### src/rtl/npu_pkg.sv
// Shared constants for the NPU adder-tree stages: column widths, default
// accumulator width, activation width and a 12-bit popcount helper.
package npu_pkg;

  // Bit-column widths of addertree_stage1 outputs, indexed by weight exponent.
  localparam int AO_W [3:18] = '{6, 8, 9, 10, 10, 11, 12, 11, 10, 9, 7, 5, 5, 3, 2, 1};

  localparam int ACC_W_DEF = 24;
  localparam int ACT_W     = 8;
  localparam int PC_W      = 4;

  function automatic logic [PC_W-1:0] popcount12(input logic [11:0] v);
    logic [PC_W-1:0] n;
    n = '0;
    for (int i = 0; i < 12; i++) n = n + PC_W'(v[i]);
    return n;
  endfunction

endpackage

### src/rtl/col_popcount.sv
// Per-column popcount of the addertree_stage1 bit columns (weights 2^3..2^18).
module col_popcount
  import npu_pkg::*;
(
  input  logic [AO_W[3]-1:0]  ao3_i,
  input  logic [AO_W[4]-1:0]  ao4_i,
  input  logic [AO_W[5]-1:0]  ao5_i,
  input  logic [AO_W[6]-1:0]  ao6_i,
  input  logic [AO_W[7]-1:0]  ao7_i,
  input  logic [AO_W[8]-1:0]  ao8_i,
  input  logic [AO_W[9]-1:0]  ao9_i,
  input  logic [AO_W[10]-1:0] ao10_i,
  input  logic [AO_W[11]-1:0] ao11_i,
  input  logic [AO_W[12]-1:0] ao12_i,
  input  logic [AO_W[13]-1:0] ao13_i,
  input  logic [AO_W[14]-1:0] ao14_i,
  input  logic [AO_W[15]-1:0] ao15_i,
  input  logic [AO_W[16]-1:0] ao16_i,
  input  logic [AO_W[17]-1:0] ao17_i,
  input  logic [AO_W[18]-1:0] ao18_i,
  output logic [18:3][PC_W-1:0] pc_o
);

  always_comb begin
    pc_o[3]  = popcount12(12'(ao3_i));
    pc_o[4]  = popcount12(12'(ao4_i));
    pc_o[5]  = popcount12(12'(ao5_i));
    pc_o[6]  = popcount12(12'(ao6_i));
    pc_o[7]  = popcount12(12'(ao7_i));
    pc_o[8]  = popcount12(12'(ao8_i));
    pc_o[9]  = popcount12(12'(ao9_i));
    pc_o[10] = popcount12(12'(ao10_i));
    pc_o[11] = popcount12(12'(ao11_i));
    pc_o[12] = popcount12(12'(ao12_i));
    pc_o[13] = popcount12(12'(ao13_i));
    pc_o[14] = popcount12(12'(ao14_i));
    pc_o[15] = popcount12(12'(ao15_i));
    pc_o[16] = popcount12(12'(ao16_i));
    pc_o[17] = popcount12(12'(ao17_i));
    pc_o[18] = popcount12(12'(ao18_i));
  end

endmodule

### src/rtl/addertree_stage2.sv
// Adder-tree stage 2: popcount -> resolve/accumulate -> requantize, with a
// valid/ready output. Define ADDERTREE_RELU_EN to clamp negative groups to 0.
module addertree_stage2
  import npu_pkg::*;
#(
  parameter int ACC_W = ACC_W_DEF,
  parameter int SHIFT = 7
) (
  input  logic                 clk,
  input  logic                 reset,
  input  logic                 in_valid,
  output logic                 in_ready,
  input  logic                 in_last,
  input  logic [AO_W[18]-1:0]  ao18,
  input  logic [AO_W[17]-1:0]  ao17,
  input  logic [AO_W[16]-1:0]  ao16,
  input  logic [AO_W[15]-1:0]  ao15,
  input  logic [AO_W[14]-1:0]  ao14,
  input  logic [AO_W[13]-1:0]  ao13,
  input  logic [AO_W[12]-1:0]  ao12,
  input  logic [AO_W[11]-1:0]  ao11,
  input  logic [AO_W[10]-1:0]  ao10,
  input  logic [AO_W[9]-1:0]   ao9,
  input  logic [AO_W[8]-1:0]   ao8,
  input  logic [AO_W[7]-1:0]   ao7,
  input  logic [AO_W[6]-1:0]   ao6,
  input  logic [AO_W[5]-1:0]   ao5,
  input  logic [AO_W[4]-1:0]   ao4,
  input  logic [AO_W[3]-1:0]   ao3,
  output logic                 out_valid,
  input  logic                 out_ready,
  output logic [ACT_W-1:0]     out_data,
  output logic [ACC_W-1:0]     out_acc,
  output logic                 out_clip,
  output logic                 out_ovf,
  output logic [7:0]           out_len
);

  localparam logic signed [ACC_W-1:0] ACC_MAX = {1'b0, {(ACC_W-1){1'b1}}};
  localparam logic signed [ACC_W-1:0] ACC_MIN = {1'b1, {(ACC_W-1){1'b0}}};
  localparam logic signed [ACC_W:0]   RND     = (ACC_W+1)'(1) << (SHIFT-1);
  localparam logic signed [ACC_W:0]   QMAX    = (ACC_W+1)'(127);
  localparam logic signed [ACC_W:0]   QMIN    = ~(ACC_W+1)'(127);

  logic en;

  logic [18:3][PC_W-1:0] pc;
  logic [18:3][PC_W-1:0] p1_pc_q;
  logic                  p1_valid_q;
  logic                  p1_last_q;

  logic [18:0]              s19_u;
  logic signed [18:0]       s19;
  logic signed [ACC_W:0]    sum;
  logic signed [ACC_W-1:0]  acc_q, acc_d;
  logic                     ovf_q, ovf_d;
  logic [7:0]               cnt_q, cnt_d;
  logic                     open_q, open_d;
  logic                     done_q;

  logic signed [ACC_W:0]    acc_x;
  logic signed [ACC_W:0]    rq;
  logic [ACT_W-1:0]         data_d;
  logic                     clip_d;

  logic                     out_valid_q;
  logic [ACT_W-1:0]         out_data_q;
  logic [ACC_W-1:0]         out_acc_q;
  logic                     out_clip_q;
  logic                     out_ovf_q;
  logic [7:0]               out_len_q;

  assign en       = !out_valid_q || out_ready;
  assign in_ready = en;

  col_popcount u_pc (
    .ao3_i (ao3),  .ao4_i (ao4),  .ao5_i (ao5),  .ao6_i (ao6),
    .ao7_i (ao7),  .ao8_i (ao8),  .ao9_i (ao9),  .ao10_i(ao10),
    .ao11_i(ao11), .ao12_i(ao12), .ao13_i(ao13), .ao14_i(ao14),
    .ao15_i(ao15), .ao16_i(ao16), .ao17_i(ao17), .ao18_i(ao18),
    .pc_o  (pc)
  );

  // Resolve: weighted column sum wraps mod 2^19 and is read back as signed.
  always_comb begin
    s19_u = '0;
    for (int k = 3; k <= 18; k++) s19_u = s19_u + (19'(p1_pc_q[k]) << k);
    s19 = signed'(s19_u);
    sum = (ACC_W+1)'(acc_q) + (ACC_W+1)'(s19);

    acc_d  = acc_q;
    ovf_d  = ovf_q;
    cnt_d  = cnt_q;
    open_d = open_q;
    if (p1_valid_q) begin
      open_d = !p1_last_q;
      if (!open_q) begin
        acc_d = ACC_W'(s19);
        ovf_d = 1'b0;
        cnt_d = 8'd1;
      end else begin
        if (sum[ACC_W] != sum[ACC_W-1]) begin
          acc_d = sum[ACC_W] ? ACC_MIN : ACC_MAX;
          ovf_d = 1'b1;
        end else begin
          acc_d = sum[ACC_W-1:0];
        end
        if (cnt_q != 8'hFF) cnt_d = cnt_q + 8'd1;
      end
    end
  end

  always_comb begin
    acc_x = (ACC_W+1)'(acc_q);
`ifdef ADDERTREE_RELU_EN
    if (acc_q[ACC_W-1]) acc_x = '0;
`endif
    rq     = (acc_x + RND) >>> SHIFT;
    data_d = rq[ACT_W-1:0];
    clip_d = 1'b0;
    if (rq > QMAX) begin
      data_d = 8'h7F;
      clip_d = 1'b1;
    end else if (rq < QMIN) begin
      data_d = 8'h80;
      clip_d = 1'b1;
    end
  end

  always_ff @(posedge clk or negedge reset) begin
    if (!reset) begin
      p1_pc_q     <= '0;
      p1_valid_q  <= 1'b0;
      p1_last_q   <= 1'b0;
      acc_q       <= '0;
      ovf_q       <= 1'b0;
      cnt_q       <= '0;
      open_q      <= 1'b0;
      done_q      <= 1'b0;
      out_valid_q <= 1'b0;
      out_data_q  <= '0;
      out_acc_q   <= '0;
      out_clip_q  <= 1'b0;
      out_ovf_q   <= 1'b0;
      out_len_q   <= '0;
    end else if (en) begin
      p1_pc_q     <= pc;
      p1_valid_q  <= in_valid;
      p1_last_q   <= in_last;
      acc_q       <= acc_d;
      ovf_q       <= ovf_d;
      cnt_q       <= cnt_d;
      open_q      <= open_d;
      done_q      <= p1_valid_q && p1_last_q;
      // P3 samples the finished group before P2 overwrites it this edge.
      out_valid_q <= done_q;
      if (done_q) begin
        out_data_q <= data_d;
        out_acc_q  <= acc_q;
        out_clip_q <= clip_d;
        out_ovf_q  <= ovf_q;
        out_len_q  <= cnt_q;
      end
    end
  end

  assign out_valid = out_valid_q;
  assign out_data  = out_data_q;
  assign out_acc   = out_acc_q;
  assign out_clip  = out_clip_q;
  assign out_ovf   = out_ovf_q;
  assign out_len   = out_len_q;

endmodule

### config.mk
export PLATFORM = sky130hd
export DESIGN_NAME = addertree_stage2
export DESIGN_NICKNAME = d
export VERILOG_FILES = /design/src/rtl/npu_pkg.sv /design/src/rtl/col_popcount.sv /design/src/rtl/addertree_stage2.sv
export SDC_FILE = /design/constraint.sdc
export NUM_CORES = 1
export LEC_CHECK = 0
export ABC_AREA = 1
export ABC_CLOCK_PERIOD_IN_PS = 15190
export CELL_PAD_IN_SITES_DETAIL_PLACEMENT = 0
export CELL_PAD_IN_SITES_GLOBAL_PLACEMENT = 2
export CORE_ASPECT_RATIO = 0.75
export CORE_UTILIZATION = 35
export CTS_CLUSTER_SIZE = 10
export DETAILED_ROUTE_END_ITERATION = 10
export PLACE_DENSITY = 0.83
export SKIP_LAST_GASP = 1
export SLEW_MARGIN = 20
export SYNTH_ARGS = -nofsm -noshare
export SYNTH_HDL_FRONTEND = slang
export SYNTH_SLANG_ARGS = --single-unit
### constraint.sdc
create_clock -name clk -period 15.19 [get_ports clk]
set_clock_uncertainty 0.15 [all_clocks]
set_input_delay 2.2785 -clock clk [delete_from_list [all_inputs] [get_ports clk]]
set_output_delay 2.2785 -clock clk [all_outputs]
set_load 0.005 [all_outputs]
==> flow_metrics.tcl, run 1 <==
set metrics [dict create \
    run_status "finished, final reports clean" \
    drv_slew 0 \
    ioPinCount 168 \
    drt-vias-per-instance 4.63 \
    placement.io_buffers 167 \
    post_cts_hold_buffer_count 0 \
    multi_input_area_um2 6430 \
    crit_slowest_cell "inv_2" \
    r2r_end "acc_q[19]$_DFFE_PN0P_" \
    tritoncts "yes" \
    syn-instance-count 1380 \
    critical_path.top_delay_family "buffers and inverters" \
    slew_headroom_pct 37.3 \
    floorplan.initialDensity_pct 36.0 \
    wire_per_inst_um 14.3 \
    antenna_diode_instance_count 0 \
    post-cts-setup-buffers 0 \
    startpoint_type "primary input" \
    yosysSeqAreaShare_pct 29.7 \
    routabilityCongestion 0.907 \
    crit_end "in_ready" \
    crit_path_cell_trace "clkdlybuf4s50_1, nor2_4, buf_4, inv_2, clkdlybuf4s50_1" \
    r2r.worst_path.cells 26 \
    hold_viol_final 0 \
    startpoint "out_ready" \
    rsz_0062_raised_after_global_routing "false" \
    grtUsageTotal_pct 18.7 \
    drt-initial-drc-count 536 \
    critPathMaxStageDelay_ps 720 \
    worst_skew_pair.late_latency_ps 440 \
    detailedRoute.firstPassIterationCount 6 \
    cts-htree-levels 4 \
    count_of_buffering_cells_on_the_critical_path_with_inverters_included 4 \
    place_hpwl_um 22200 \
    yosysUniqueCellTypes 40 \
    syn2layout_area_growth_pct 24.6 \
    die-height_um 155 \
    vias 9033 \
    die_x_um 206 \
    fillCellCount 3118 \
    grt-ovfl-total 0 \
    fin_util_pct 44.8 \
    final_period_minus_worst_setup_slack_ps 6960 \
    drt_drc_violations_left 0 \
    critical_path.max_fanout 61 \
    cp.arrival_ps 4530 \
    numCtsBuffers 17 \
    grt_antenna_before_repair 0 \
    fin_setup_tns_ps 0 \
    synth_area_per_cell_um2 7.93 \
    critical_path_required_ps 12760 \
    setup_viol 0 \
    finalWirelength_um 27900 \
    post-place-ws_ps 8200 \
    grt_pass1_vias 8955 \
    global_route_wire_length_before_repair_um 46400 \
    syn-num-nets 1686 \
    clock_tree_root "clkbuf_16" \
    worst_slew_pin_tran_ps 940 \
    drive_above_1_share_pct 3.87 \
    layout_setup_ws_ps 8230 \
    upper_clock_frequency_limit_mhz 144 \
    flop_and_latch_count_out_of_synthesis 130 \
    timing.setup.critical_path_class "in -> out" \
    ys.warnings.count 0 \
    holdCritPathClass "reg -> reg" \
    reg2reg_from "p1_pc_q[29]$_DFFE_PN0N_" \
    clkSlewWorstSetupHoldPaths_ps 60 \
    cts-resized-gates 0 \
    regArea_um2 3250 \
    antenna_violating_nets_post_route 0 \
    grt_max_degree 79 \
    design.final.nets 1846 \
    clock_path_buffers 2 \
    crit_path_frequent_cell "clkdlybuf4s50_1" \
    timing.max_cap.violations 0 \
    coreArea_um2 30400 \
    stages_on_the_worst_setup_path 5 \
    r2r_setup_slack_ps 9050 \
    endpoint_kind "output port" \
    final_period_utilization_pct 45.8 \
    fp.dieArea_um2 32000 \
    post_synth_instance_area_um2 10900 \
    cts.sinks 130 \
    hold_slack_ps 327 \
    rows 55 \
]
through the flow:
stage | instance area, um2 | std cells
after global placement | 13000 | 1920
after detailed placement | 13000 | 1920
after floorplan | 10900 | 1380
after global routing | 13600 | 1951
after CTS | 13600 | 1951
final | 13600 | 1951
cells by family after synthesis:
kind of cell    share of synthesized area [%]
xor+xnor                                 2.56
fa+ha+maj                                26.8
compound gates                           10.0
buf+inv                                  11.5
flops                                    29.7
simple gates                             19.4
state kept, by name, summed over array words and instances (netlist names):
name / count
p1_pc_q: 54
out_clip: 1
ovf_q: 1
done_q: 1
out_len: 8
open_q: 1
out_ovf: 1
acc_q: 22
cnt_q: 8
p1_last_q: 1
out_data: 8
out_acc: 22
out_valid: 1
p1_valid_q: 1
cell usage after synthesis, drive strengths merged:
library cell | number | share of area (%)
a22oi | 3 | 0.21
nand3b | 5 | 0.34
nand2b | 1 | 0.057
inv | 302 | 10
nand2 | 315 | 11
a211oi | 4 | 0.27
o22ai | 3 | 0.17
nand4 | 12 | 0.69
o21ai | 109 | 5.0
xor2 | 24 | 1.9
clkinv | 1 | 0.034
ha | 95 | 11
dfrtp | 130 | 30
buf | 10 | 0.45
a221oi | 3 | 0.24
o211ai | 1 | 0.069
and2 | 1 | 0.057
nor4 | 1 | 0.057
nor2 | 82 | 3.2
o21bai | 4 | 0.27
fa | 87 | 16
a21o | 6 | 0.41
or2 | 2 | 0.11
nor3 | 6 | 0.32
nand3 | 75 | 3.5
xnor2 | 8 | 0.64
o21a | 1 | 0.069
clkbuf | 20 | 0.69
a21oi | 69 | 3.3
placed cells by master, fill, tap and decap left out, types with 5 or more instances in the layout:
cell type | netlist | layout
inv_1 | 301 | 300
a21o_1 | 6 | 6
nor2_1 | 74 | 73
nor2_4 | 4 | 5
xnor2_1 | 8 | 8
nor3_1 | 5 | 5
clkbuf_16 | 0 | 17
o21ai_1 | 7 | 7
inv_6 | 0 | 5
nand3_1 | 73 | 73
a21oi_1 | 67 | 67
clkdlybuf4s50_1 | 0 | 166
nand4_1 | 12 | 12
fa_1 | 87 | 87
nand2_1 | 309 | 309
dfrtp_1 | 130 | 130
o21ai_0 | 102 | 102
xor2_1 | 24 | 24
ha_1 | 95 | 95
nand3b_1 | 5 | 5
how the worst min path moves through the flow:
stage | startpoint | endpoint | slack, ps | cells after the start
2_1_floorplan | done_q$_DFFE_PN0N_ | out_valid$_DFFE_PN0N_ | 280 | 2
3_3_place_gp | out_acc[11]$_DFFE_PN0P_ | out_acc[11]$_DFFE_PN0P_ | 310 | 2
3_5_place_dp | out_acc[11]$_DFFE_PN0P_ | out_acc[11]$_DFFE_PN0P_ | 320 | 2
4_1_cts | out_acc[11]$_DFFE_PN0P_ | out_acc[11]$_DFFE_PN0P_ | 330 | 2
5_1_grt | out_data[7]$_DFFE_PN0P_ | out_data[7]$_DFFE_PN0P_ | 350 | 2
6_report | out_acc[11]$_DFFE_PN0P_ | out_acc[11]$_DFFE_PN0P_ | 330 | 2
cell type report:
type / instances / area share, %
flip-flops and latches: 130 / 23.9
clock inverters: 14 / 1.29
inverters: 303 / 8.34
multi-input cells: 917 / 47.2
well taps: 399 / 3.66
clock buffers: 17 / 3.12
repair buffers: 171 / 12.5
layer usage:
layer | track usage (%) | part of all wire (%) | vias up
li1 | - | - | 4600
met1 | 29.2 | 54 | 4243
met2 | 26.2 | 40 | 180
met3 | 3.85 | 4.8 | 10
met4 | 3.99 | 0.61 | 0
met5 | 0 | 0 | -
worst min-delay path, cell delays in order (launching register included):
cell	delay (ps)
dfrtp_1	350
nand2_1	50
nand2_1	50
Power of run 1 is left out: the tool's default activity adds up to more than one toggle a clock period on the data nets, which glitch-free logic cannot reach.
==> inputs of run 2 (changes only) <==
--- a/config.mk
+++ b/config.mk
@@ -6,14 +6,14 @@
 export NUM_CORES = 1
 export LEC_CHECK = 0
 export ABC_AREA = 1
-export ABC_CLOCK_PERIOD_IN_PS = 15190
+export ABC_CLOCK_PERIOD_IN_PS = 6800
 export CELL_PAD_IN_SITES_DETAIL_PLACEMENT = 0
 export CELL_PAD_IN_SITES_GLOBAL_PLACEMENT = 2
 export CORE_ASPECT_RATIO = 0.75
-export CORE_UTILIZATION = 35
+export CORE_UTILIZATION = 32
 export CTS_CLUSTER_SIZE = 10
 export DETAILED_ROUTE_END_ITERATION = 10
-export PLACE_DENSITY = 0.83
+export PLACE_DENSITY = 0.77
 export SKIP_LAST_GASP = 1
 export SLEW_MARGIN = 20
 export SYNTH_ARGS = -nofsm -noshare
==> constraint.sdc (replaced) <==
create_clock -name clk -period 6.8 [get_ports clk]
set_clock_uncertainty 0.15 [all_clocks]
set_input_delay 1.02 -clock clk [delete_from_list [all_inputs] [get_ports clk]]
set_output_delay 1.02 -clock clk [all_outputs]
set_load 0.005 [all_outputs]
==> run 2 against run 1 <==
Effect of this change: setup slack lost 7400 ps; register-to-register slack worse by 8200 ps; critical path type is now reg -> reg; largest cell class unchanged; count of clock-buffer cells in the layout rose by 1; die area up 9.3%; final cell count increased by 2.7%; first-iteration DRC count is 20% lower; via count fell by 1.3%; design area grew 0.18%; sequential share of layout area about the same; worst hold slack improved by 4.3 ps; routed wire length grew 3.7%; utilization fell by 4.2 points.
==> flow_metrics.tcl, run 2 (synthesized netlist as in run 1, its figures left out) <==
set metrics [dict create \
    slew_headroom_pct 35.0 \
    critPathMaxStageDelay_ps 510 \
    placement.io_buffers 167 \
    crit_slowest_cell "fa_1" \
    drive_above_1_share_pct 3.87 \
    die-height_um 162 \
    detailedRoute.firstPassIterationCount 5 \
    critical_path.top_delay_family "adder cells" \
    run_status "finished, final reports clean" \
    cts-htree-levels 4 \
    setup_viol 0 \
    critical_path_required_ps 7020 \
    grt-ovfl-total 0 \
    worst_skew_pair.late_latency_ps 440 \
    finalWirelength_um 29000 \
    fillCellCount 3494 \
    antenna_violating_nets_post_route 0 \
    global_route_wire_length_before_repair_um 48100 \
    largest_register_ffs 54 \
    rsz_0062_raised_after_global_routing "false" \
    r2r_setup_slack_ps 810 \
    mostFrequentLayoutCells "309 x nand2_1, 300 x inv_1, 166 x clkdlybuf4s50_1" \
    fin_setup_tns_ps 0 \
    cts-resized-gates 0 \
    rows 58 \
    upper_clock_frequency_limit_mhz 167 \
    die_x_um 215 \
    hold_viol_final 0 \
    holdCritPathClass "reg -> reg" \
    routabilityCongestion 0.922 \
    drv_slew 0 \
    drt-vias-per-instance 4.45 \
    endpoint_kind "flip-flop" \
    min-delay-start "out_acc[11]$_DFFE_PN0P_" \
    wire_per_inst_um 14.5 \
    cts.sinks 130 \
    hold_depth 2 \
    hold_slack_ps 332 \
    crit_path_frequent_cell "nand2_1" \
    grt_pass1_vias 9236 \
    fp.dieArea_um2 34900 \
    final_period_minus_worst_setup_slack_ps 5990 \
    post_cts_hold_buffer_count 0 \
    vias 8918 \
    reg2reg_from "p1_pc_q[17]$_DFFE_PN0N_" \
    timing.setup.critical_path_class "reg -> reg" \
    startpoint_type "flip-flop" \
    r2r.worst_path.cells 27 \
    grtUsageTotal_pct 17.7 \
    numCtsBuffers 17 \
    r2r_end "acc_q[19]$_DFFE_PN0P_" \
    timing.max_cap.violations 0 \
    cp.arrival_ps 6210 \
    startpoint "p1_pc_q[17]$_DFFE_PN0N_" \
    post-cts-setup-buffers 0 \
    drt-initial-drc-count 431 \
    grt_antenna_before_repair 1 \
    clkSlewWorstSetupHoldPaths_ps 60 \
    max_flop_register "p1_pc_q" \
    clock_tree_root "clkbuf_16" \
    tritoncts "yes" \
    mostFrequentLayoutCell "nand2_1" \
    grt_max_degree 69 \
    whs_endpoint "out_acc[11]$_DFFE_PN0P_" \
    ioPinCount 168 \
    clock_path_buffers 2 \
    count_of_buffering_cells_on_the_critical_path_with_inverters_included 4 \
    coreArea_um2 33600 \
    floorplan.initialDensity_pct 32.6 \
    drt_drc_violations_left 0 \
    worst_slew_pin_tran_ps 974 \
    design.final.nets 1846 \
    place_hpwl_um 23900 \
    syn2layout_area_growth_pct 24.8 \
    final_period_utilization_pct 88.1 \
    critical_path.max_fanout 14 \
]
[run 2: changes by cell type in the layout (fill, tap and decap cells not counted)]
cell        change
bufinv_16       -2
buf_4           +1
buf_6           -1
clkbuf_8        +1
clkinv_2        -1
clkinv_4        +1
clkinvlp_4      +1
diode_2         +1
inv_6           +1
inv_8           -1
[run 2: area by class of cell]
| cell class | instances | area (um2) | share of cell area [%] |
|---|---|---|---|
| Clock inverter | 13 | 125 | 0.916 |
| Inverter | 303 | 1140 | 8.33 |
| Tap cell | 450 | 563 | 4.12 |
| Sequential cell | 130 | 3250 | 23.8 |
| Antenna cell | 1 | 2.50 | 0.0183 |
| Clock buffer | 18 | 439 | 3.22 |
| Multi-Input combinational cell | 917 | 6430 | 47.1 |
| Timing Repair Buffer | 171 | 1700 | 12.5 |
[run 2: layer usage]
layer	up-vias	global-route usage (%)	wire, um
li1	4599	-	-
met1	4142	25.8	15400
met2	159	26.0	11800
met3	18	4.76	1530
met4	0	3.68	229
met5	-	0	0
[run 2: worst min-delay path, cell delays in order (launching register included)]
cell     delay (ps)
dfrtp_1         350
nand2_1          60
nand2_1          50
[run 2: metrics by stage]
step | area [um2] | cells | setup slack [ps] | util (%)
2_1_floorplan | 10900 | 1380 | 1890 | -
3_3_place_gp | 13100 | 1971 | 799 | 39.0
3_5_place_dp | 13100 | 1971 | 867 | 39.0
4_1_cts | 13700 | 2002 | 848 | 40.6
5_1_grt | 13700 | 2002 | 229 | 40.6
6_report | 13700 | 2003 | 809 | 40.6
[run 2: how the worst max path moves through the flow]
| stage | to | slack [ps] | cells after the start |
|---|---|---|---|
| after floorplan | acc_q[2]$_DFFE_PN0P_ | 1890 | 28 |
| after global routing | acc_q[19]$_DFFE_PN0P_ | 230 | 27 |
| after CTS | acc_q[19]$_DFFE_PN0P_ | 850 | 27 |
| final | acc_q[19]$_DFFE_PN0P_ | 810 | 27 |
| after detailed placement | acc_q[19]$_DFFE_PN0P_ | 870 | 27 |
| after global placement | acc_q[19]$_DFFE_PN0P_ | 800 | 27 |
Power of run 2 is left out for the same reason.
==> inputs of run 3 (changes only) <==
--- a/config.mk
+++ b/config.mk
@@ -6,7 +6,7 @@
 export NUM_CORES = 1
 export LEC_CHECK = 0
 export ABC_AREA = 1
-export ABC_CLOCK_PERIOD_IN_PS = 6800
+export ABC_CLOCK_PERIOD_IN_PS = 5850
 export CELL_PAD_IN_SITES_DETAIL_PLACEMENT = 0
 export CELL_PAD_IN_SITES_GLOBAL_PLACEMENT = 2
 export CORE_ASPECT_RATIO = 0.75
==> constraint.sdc (replaced) <==
create_clock -name clk -period 5.85 [get_ports clk]
set_clock_uncertainty 0.15 [all_clocks]
set_input_delay 0.8775 -clock clk [delete_from_list [all_inputs] [get_ports clk]]
set_output_delay 0.8775 -clock clk [all_outputs]
set_load 0.005 [all_outputs]
==> run 3 against run 2 <==
Effect of this change: final cell count rose by 0.70%; worst hold slack got worse by 11 ps; sequential share of layout area down 0.25 points; critical path depth unchanged; register-to-register slack worse by 410 ps; critical path type unchanged; critical endpoint is now acc_q[4]$_DFFE_PN0P_; largest cell class unchanged.
==> flow_metrics.tcl, run 3 (synthesized netlist as in run 1, its figures left out) <==
set metrics [dict create \
    floorplan.initialDensity_pct 32.6 \
    grt.met2_usage_pct 25.7 \
    finalWirelength_um 29300 \
    grt_antenna_before_repair 0 \
    reg2reg_from "p1_pc_q[33]$_DFFE_PN0N_" \
    vias 9068 \
    wire_per_inst_um 14.5 \
    crit_slowest_cell "fa_1" \
    worst_skew_pair.late_latency_ps 440 \
    critical_path.max_fanout 5 \
    coreArea_um2 33600 \
    placement.io_buffers 167 \
    r2r.worst_path.cells 27 \
    startpoint "p1_pc_q[33]$_DFFE_PN0N_" \
    holdCritPathClass "reg -> reg" \
    drt-vias-per-instance 4.50 \
    worst_slew_pin_tran_ps 949 \
    grt_pass1_vias 9200 \
    grt.busiest_layer "met1" \
    cp.arrival_ps 5590 \
    final_period_utilization_pct 93.3 \
    design.final.nets 1860 \
    stages_on_the_worst_setup_path 27 \
    timing.max_cap.violations 0 \
    drt-initial-drc-count 512 \
    drt_drc_violations_left 0 \
    syn2layout_area_growth_pct 26.2 \
    numCtsBuffers 17 \
    final_period_minus_worst_setup_slack_ps 5460 \
    grt-ovfl-total 0 \
    global_route_wire_length_before_repair_um 48300 \
    cts.sinks 130 \
    mostFrequentLayoutCell "nand2_1" \
    mostFrequentLayoutCells "308 x nand2_1, 300 x inv_1, 166 x clkdlybuf4s50_1" \
    hold_viol_final 0 \
    die-height_um 162 \
    clock_path_buffers 2 \
    slew_headroom_pct 36.7 \
    rows 58 \
    post_layout_nonfiller_instances 2017 \
    endpoint_kind "flip-flop" \
    critPathMaxStageDelay_ps 540 \
    rsz_0062_raised_after_global_routing "false" \
    clock_tree_root "clkbuf_16" \
    max_flop_register "p1_pc_q" \
    post-cts-setup-buffers 0 \
    timing.setup.critical_path_class "reg -> reg" \
    clkSlewWorstSetupHoldPaths_ps 70 \
    fp.dieArea_um2 34900 \
    cts-resized-gates 0 \
    r2r_setup_slack_ps 390 \
    startpoint_type "flip-flop" \
    upper_clock_frequency_limit_mhz 183 \
    post_cts_hold_buffer_count 0 \
    routabilityCongestion 0.949 \
    critical_path_required_ps 5980 \
    die_x_um 215 \
    grtUsageTotal_pct 17.8 \
    dpl.cell_count 1985 \
    cts-htree-levels 4 \
    drive_above_1_share_pct 5.17 \
    grt_util_met1_pct 26.8 \
    r2r_end "acc_q[4]$_DFFE_PN0P_" \
    ioPinCount 168 \
    antenna_violating_nets_post_route 0 \
    setup_viol 0 \
    detailedRoute.firstPassIterationCount 5 \
    global_route.usage.met3_pct 3.82 \
    largest_register_ffs 54 \
    tritoncts "yes" \
    fin_setup_tns_ps 0 \
    drv_slew 0 \
    run_status "finished, final reports clean" \
    count_of_buffering_cells_on_the_critical_path_with_inverters_included 6 \
    place_hpwl_um 23800 \
    crit_end "acc_q[4]$_DFFE_PN0P_" \
    grt_max_degree 91 \
    antenna_diode_instance_count 0 \
    critical_path.top_delay_family "adder cells" \
]
run 3: cell count changes in the layout (fill, tap and decap cells not counted), moves of 2 or more:
cell        delta
clkinvlp_4     -2
a21oi_2        +2
buf_4         +14
nor2_1         -2
clkinv_2       +2
a21oi_1        -2
run 3: worst min path at each step:
stage / start / endpoint / cells past startpoint
floorplan: done_q$_DFFE_PN0N_ / out_valid$_DFFE_PN0N_ / 2
global placement: done_q$_DFFE_PN0N_ / out_valid$_DFFE_PN0N_ / 2
detailed placement: done_q$_DFFE_PN0N_ / out_valid$_DFFE_PN0N_ / 2
CTS: done_q$_DFFE_PN0N_ / out_valid$_DFFE_PN0N_ / 2
global route: done_q$_DFFE_PN0N_ / out_valid$_DFFE_PN0N_ / 2
finish: done_q$_DFFE_PN0N_ / out_valid$_DFFE_PN0N_ / 2
run 3: routing by layer:
metal	routed length (um)	vias to the layer above
met3	1320	22
met5	0	-
met1	16100	4265
met2	11600	151
met4	306	0
li1	-	4630
run 3: per-stage QoR:
stage | area (um2) | hold WS, ps | setup WS (ps) | utilization, %
2_1_floorplan | 10900 | 285 | 941 | -
3_3_place_gp | 13200 | 303 | 311 | 39.3
3_5_place_dp | 13200 | 309 | 321 | 39.3
4_1_cts | 13800 | 323 | 298 | 40.9
5_1_grt | 13800 | 335 | 4.73 | 41.1
6_report | 13800 | 321 | 395 | 41.1
run 3: worst reg2reg max path, cell delays in order, from the launching register on:
cell and delay, ps:
dfrtp_1 360, inv_1 90, fa_1 450, fa_1 540, inv_1 70, ha_1 370
nand2_1 100, o21ai_0 220, a21oi_1 90, o21ai_0 210, xor2_1 290, inv_1 110
ha_1 340, nand2_1 110, nor2_1 130, nand2_1 70, inv_1 70, a21oi_1 80
nand3_1 110, nand3_1 70, nand2_1 80, xor2_1 220, ha_1 310, nand2_1 80
inv_1 60, buf_4 150, a221oi_1 260, a22oi_1 110
run 3: area by class of cell:
type	instances	area, um2
clock inverters	13	120
multi-input cells	917	6480
repair buffers	185	1810
clock buffers	19	443
fillers	3466	19800
well taps	450	563
flip-flops and latches	130	3250
inverters	303	1140
Power of run 3 is left out for the same reason.
